<file path="src/rtl/dlx_fetch_queue_pkg.sv">
// Shared fetch/decode constants for the uDLX core: reset PC, PC step and
// instruction field widths, so fetch and decode agree on one definition.
package dlx_fetch_queue_pkg;

  localparam int unsigned DLX_INST_ADDR_WIDTH    = 20;
  localparam logic [19:0] DLX_PC_INITIAL_ADDRESS = 20'h40000;
  localparam int unsigned DLX_PC_STEP            = 4;
  localparam int unsigned DLX_OPCODE_WIDTH       = 6;
  localparam int unsigned DLX_FUNCTION_WIDTH     = 6;

  // Occupancy counter width: must hold 0..depth inclusive.
  function automatic int unsigned count_width(input int unsigned depth);
    return $clog2(depth) + 1;
  endfunction

endpackage

</file>
<file path="src/rtl/dlx_sync_fifo.sv">
// Single-clock FIFO with synchronous clear; the head word is exposed directly
// from storage and reads as zero while the FIFO is empty.
module dlx_sync_fifo
  import dlx_fetch_queue_pkg::*;
#(
  parameter int WIDTH = 52,
  parameter int DEPTH = 4
) (
  input  logic                        clk,
  input  logic                        rst_n,
  input  logic                        clear,
  input  logic                        push,
  input  logic                        pop,
  input  logic [WIDTH-1:0]            din,
  output logic [WIDTH-1:0]            dout,
  output logic [$clog2(DEPTH):0]      count
);

  localparam int PW = $clog2(DEPTH);
  localparam int CW = count_width(DEPTH);

  logic [WIDTH-1:0] mem [DEPTH];
  logic [PW-1:0]    wr_ptr;
  logic [PW-1:0]    rd_ptr;

  // NOTE: storage is deliberately not reset; the head is masked while empty,
  // so stale words are never visible and the array maps onto plain registers/RAM.
  always_ff @(posedge clk) begin
    if (push && !clear) mem[wr_ptr] <= din;
  end

  // NOTE: sequential state uses non-blocking assignments so every register
  // samples the pre-edge values of its neighbours.
  always_ff @(posedge clk or negedge rst_n) begin
    if (!rst_n) begin
      wr_ptr <= '0;
      rd_ptr <= '0;
      count  <= '0;
    end else if (clear) begin
      wr_ptr <= '0;
      rd_ptr <= '0;
      count  <= '0;
    end else begin
      if (push) wr_ptr <= wr_ptr + PW'(1);
      if (pop)  rd_ptr <= rd_ptr + PW'(1);
      count <= count + CW'(push) - CW'(pop);
    end
  end

  assign dout = (count != '0) ? mem[rd_ptr] : '0;

endmodule

</file>
<file path="src/rtl/dlx_fetch_queue.sv">
// Instruction fetch stage: issues sequential reads under a credit limit and
// buffers {instruction, pc + step} for decode behind a valid/ready handshake.
module dlx_fetch_queue
  import dlx_fetch_queue_pkg::*;
#(
  parameter int                   DATA_WIDTH         = 32,
  parameter int                   INST_ADDR_WIDTH    = DLX_INST_ADDR_WIDTH,
  parameter logic [INST_ADDR_WIDTH-1:0] PC_INITIAL_ADDRESS = DLX_PC_INITIAL_ADDRESS,
  parameter int                   PC_STEP            = DLX_PC_STEP,
  parameter int                   QUEUE_DEPTH        = 4
) (
  input  logic                            clk,
  input  logic                            rst_n,
  output logic                            instr_rd_en,
  output logic [INST_ADDR_WIDTH-1:0]      instr_addr,
  input  logic [DATA_WIDTH-1:0]           instruction,
  input  logic                            select_new_pc_in,
  input  logic [INST_ADDR_WIDTH-1:0]      new_pc_in,
  output logic                            out_valid,
  input  logic                            out_ready,
  output logic [DATA_WIDTH-1:0]           out_instruction,
  output logic [INST_ADDR_WIDTH-1:0]      out_new_pc,
  output logic [$clog2(QUEUE_DEPTH):0]    queue_count
);

  localparam int CW      = count_width(QUEUE_DEPTH);
  localparam int CREDIT_W = CW + 1;
  localparam int ENTRY_W = DATA_WIDTH + INST_ADDR_WIDTH;
  localparam logic [INST_ADDR_WIDTH-1:0] PC_INC = INST_ADDR_WIDTH'(PC_STEP);

  logic [INST_ADDR_WIDTH-1:0] fetch_pc;
  logic [INST_ADDR_WIDTH-1:0] issue_pc;
  logic                       running;
  logic                       inflight;
  logic                       resp_kill;
  logic                       issue;
  logic                       pop;
  logic                       push;
  logic [CREDIT_W-1:0]        credit_used;
  logic [ENTRY_W-1:0]         head_entry;

  // NOTE: every always_comb output gets a default first, so no path can
  // leave a signal unassigned and infer a latch.
  always_comb begin
    pop         = out_valid & out_ready;
    credit_used = {1'b0, queue_count} + CREDIT_W'(inflight) - CREDIT_W'(pop);
    issue       = 1'b0;
    if (running && !select_new_pc_in)
      issue = (credit_used < CREDIT_W'(QUEUE_DEPTH));
    // A response returning in a redirect cycle belongs to the old stream.
    resp_kill   = select_new_pc_in & inflight;
    push        = inflight & ~resp_kill;
  end

  always_ff @(posedge clk or negedge rst_n) begin
    if (!rst_n) begin
      fetch_pc <= PC_INITIAL_ADDRESS;
      issue_pc <= '0;
      running  <= 1'b0;
      inflight <= 1'b0;
    end else begin
      running  <= 1'b1;
      inflight <= issue;
      if (select_new_pc_in) begin
        fetch_pc <= new_pc_in;
      end else if (issue) begin
        fetch_pc <= fetch_pc + PC_INC;
        issue_pc <= fetch_pc;
      end
    end
  end

  dlx_sync_fifo #(
    .WIDTH (ENTRY_W),
    .DEPTH (QUEUE_DEPTH)
  ) u_queue (
    .clk   (clk),
    .rst_n (rst_n),
    .clear (select_new_pc_in),
    .push  (push),
    .pop   (pop),
    .din   ({instruction, issue_pc + PC_INC}),
    .dout  (head_entry),
    .count (queue_count)
  );

  assign instr_rd_en                   = issue;
  assign instr_addr                    = fetch_pc;
  assign out_valid                     = (queue_count != '0);
  assign {out_instruction, out_new_pc} = head_entry;

endmodule

</file>
<file path="config.mk">
export PLATFORM = sky130hd
export DESIGN_NAME = dlx_fetch_queue
export DESIGN_NICKNAME = d
export VERILOG_FILES = /design/src/rtl/dlx_fetch_queue_pkg.sv /design/src/rtl/dlx_sync_fifo.sv /design/src/rtl/dlx_fetch_queue.sv
export SDC_FILE = /design/constraint.sdc
export NUM_CORES = 1
export LEC_CHECK = 0
export BUFFER_PORTS_ARGS = -buffer_cell sky130_fd_sc_hd__buf_4
export CORE_ASPECT_RATIO = 0.7
export CORE_MARGIN = 2
export CORE_UTILIZATION = 53
export DETAILED_ROUTE_END_ITERATION = 16
export PLACE_DENSITY_LB_ADDON = 0.2
export SLEW_MARGIN = 30
export SYNTH_ARGS = -nofsm -noshare
export SYNTH_HDL_FRONTEND = slang
export SYNTH_HIERARCHICAL = 1
export SYNTH_SLANG_ARGS = --single-unit
</file>
<file path="constraint.sdc">
create_clock -name clk -period 7.7 [get_ports clk]
set_input_delay 1.54 -clock clk [delete_from_list [all_inputs] [get_ports clk]]
set_output_delay 1.54 -clock clk [all_outputs]
set_load 0.03 [all_outputs]
</file>
==> flow_summary.json <==
{
  "max-vdd-ir-drop_mv": 0.192,
  "numCtsBuffers": 25,
  "cts_setup_buffers": 0,
  "track_usage": 0.194,
  "drtIter0Drc": 402,
  "maxCapViolCount": 0,
  "cp_max_fo": 21,
  "cp-start-kind": "primary input",
  "relSlewSlack": 0.464,
  "yosysTopAreaCell": "edfxtp_1",
  "cts.clk_slew.worst_paths_ns": 0.06,
  "initial_core_util": 0.543,
  "nFillCells": 1407,
  "overflow": 0,
  "synth_area_um2": 10800,
  "pwr-share-clk": 0.257,
  "cts_root_buffer": "clkbuf_16",
  "p_leak_uw": 0.00461,
  "detail_route.wl_per_cell_um": 20.3,
  "ioPinCount": 133,
  "finalInstanceArea_um2": 12700,
  "grt_start_max_net_pins": 53,
  "layout_common_cells": "edfxtp_1 (208), buf_4 (139), and2_1 (55), mux4_2 (47), dfrtp_1 (46)",
  "grt_pass1_wl_um": 32100,
  "outcome": "finished, final reports clean",
  "yosysUniqueCellTypes": 44,
  "crit_type": "primary input to primary output",
  "via_per_inst": 5.54,
  "hold_viol": 0,
  "grt_antenna_before_repair": 0,
  "drc": 0,
  "synthCells": 577,
  "synth_edf_count": 208,
  "end_kind": "primary output",
  "pwr-share-seq": 0.422,
  "synth.net_count": 645,
  "synth.yosys.seq_area_share": 0.693,
  "post_dp_cell_area_um2": 12000,
  "synth_top_area_share": 0.579,
  "async_flop_share": 0.191,
  "max_freq_ghz": 0.184,
  "rows": 43,
  "yosys_warnings": 6,
  "hold_class": "flop to flop",
  "dieArea_um2": 21500,
  "cts_sinks": 257,
  "vias": 5565,
  "critPathRequiredTime_ns": 6.16,
  "clock_latency_ns": 0.51,
  "grt_pass1_vias": 5871,
  "core_um2": 19900,
  "wl_um": 20400,
  "routabilityCongestion": 0.841,
  "final_antenna_net_count": 0,
  "finalNetCount": 787,
  "rsz0062_at_grt": "false",
  "setup_viol": 0,
  "met3_length_um": 1410,
  "rrSetupSlack_ns": 4.38,
  "ys_ff_latch": 257,
  "netSwitchingFraction": 0.318,
  "dp_hpwl_um": 12600,
  "post_cts_resized": 0,
  "tightest_slew_ns": 0.804,
  "first_pass_iters": 4,
  "syn_area_per_cell_um2": 18.7,
  "top_layer_used": "met4",
  "comb_power_share": 0.320,
  "htreeDepth": 1,
  "maxSlewViolCount": 0,
  "netSwitchingPower_uw": 1360,
  "cts_hold_buf": 0,
  "tns_ns": 0,
  "p_int_uw": 2920,
  "period_share": 0.706,
  "die_h_um": 123,
  "fin_skew_ns": 0.0101,
  "drive_gt1_frac": 0.354,
  "die_w_um": 174,
  "wl_met2_um": 10100,
  "synthFlopType": "edfxtp_1",
  "io_buffers": 132,
  "layout_commonest_cell": "edfxtp_1",
  "cp.arrival_ns": 3.89,
  "area_growth_pct": 17.8,
  "cts_tree": "yes",
  "synth.area.top_cells": "edfxtp_1 (58%), dfrtp_1 (11%), mux4_2 (9.8%)",
  "num_antenna_cells": 0,
  "wl_met1_um": 8660,
  "min_period_ns": 5.43,
  "total_power_uw": 4280,
  "cts_buffer_depth": 3,
  "power_density_nw_per_um2": 337
}
## cell type report
type / instances / area (µm²) / share of cell area
repair buffers: 139 / 1040 / 0.0822
inverters: 12 / 45.0 / 0.00355
clock inverters: 13 / 83.8 / 0.00660
well taps: 270 / 338 / 0.0266
clock buffers: 30 / 644 / 0.0507
flip-flops and latches: 257 / 7480 / 0.589
multi-input cells: 284 / 3070 / 0.241
## synth_stat cells (6+ instances only)
| cell type | number |
|---|---|
| and2_1 | 59 |
| and4_1 | 7 |
| buf_2 | 7 |
| clkbuf_1 | 9 |
| dfrtp_1 | 48 |
| edfxtp_1 | 208 |
| ha_1 | 11 |
| inv_1 | 11 |
| mux2_2 | 11 |
| mux2_4 | 19 |
| mux4_2 | 47 |
| nand2_1 | 13 |
| nand3_1 | 7 |
| nor2_1 | 13 |
| o2111ai_1 | 6 |
| o21ai_0 | 11 |
| xnor2_1 | 23 |
| xor2_1 | 9 |
## critical path, stage by stage
cell and delay [ns]:
buf_4 0.08, and2_1 0.26, ha_1 0.20, inv_1 0.04, ha_1 0.26, and3b_4 0.21
o211a_1 0.28, o21ai_2 0.26, nand2b_4 0.44, inv_1 0.12, buf_4 0.19
## metrics by stage
| stage | setup WS (ns) | cells | util | hold WS, ns |
|---|---|---|---|---|
| 2_1_floorplan | 2.78 | 577 | - | 0.471 |
| 3_3_place_gp | 2.37 | 962 | 0.603 | 0.500 |
| 3_5_place_dp | 2.29 | 962 | 0.603 | 0.513 |
| 4_1_cts | 2.27 | 1005 | 0.640 | 0.529 |
| 5_1_grt | 2.13 | 1005 | 0.640 | 0.539 |
| 6_report | 2.27 | 1005 | 0.640 | 0.527 |
## worst paths after layout
path                                                  to                       start  cells after the start
setup / recovery                             instr_rd_en                   out_ready                     11
hold / removal               u_queue/mem[2][0]$_DFFE_PP_     issue_pc[0]$_DFFE_PN0P_                      0
setup reg to reg                 issue_pc[0]$_DFFE_PN0P_  u_queue/count[1]$_DFF_PN0_                     10
hold reg to reg              u_queue/mem[2][0]$_DFFE_PP_     issue_pc[0]$_DFFE_PN0P_                      0
max in group asynchronous  u_queue/rd_ptr[0]$_DFFE_PN0P_                       rst_n                      1
min in group asynchronous     instr_addr[17]$_DFFE_PN0P_                       rst_n                      1
## layer usage
layer / GRT usage / up-vias
met5: 0 / -
met4: 0.0431 / 0
met3: 0.0406 / 26
met2: 0.324 / 172
met1: 0.267 / 2837
li1: - / 2530
## kinds of logic (layout without fill, tap and decap cells)
group | count (synthesis) | after routing | synth area share
compound gates | 29 | 29 | 0.0183
xor+xnor | 33 | 33 | 0.0281
fa+ha+maj | 12 | 12 | 0.0146
buf+inv | 36 | 194 | 0.0230
flops | 257 | 257 | 0.693
mux | 86 | 86 | 0.152
other cells | 1 | 1 | 0.000348
simple gates | 123 | 123 | 0.0706
## registers in the layout, summed over array words and instances (netlist names)
signal / flops
u_queue/mem: 208
instr_addr: 20
issue_pc: 20
u_queue/count: 3
u_queue/rd_ptr: 2
u_queue/wr_ptr: 2
inflight: 1
running: 1
## power by group through the flow
stage               Combinational (µW)  Sequential, µW  Clock [µW]
floorplan                         1010            1820           0
global placement                  1360            1830           0
detailed placement                1390            1840           0
CTS                               1390            1810        1130
global route                      1480            1830        1180
finish                            1370            1810        1100
(Power assumes the default switching activity.)
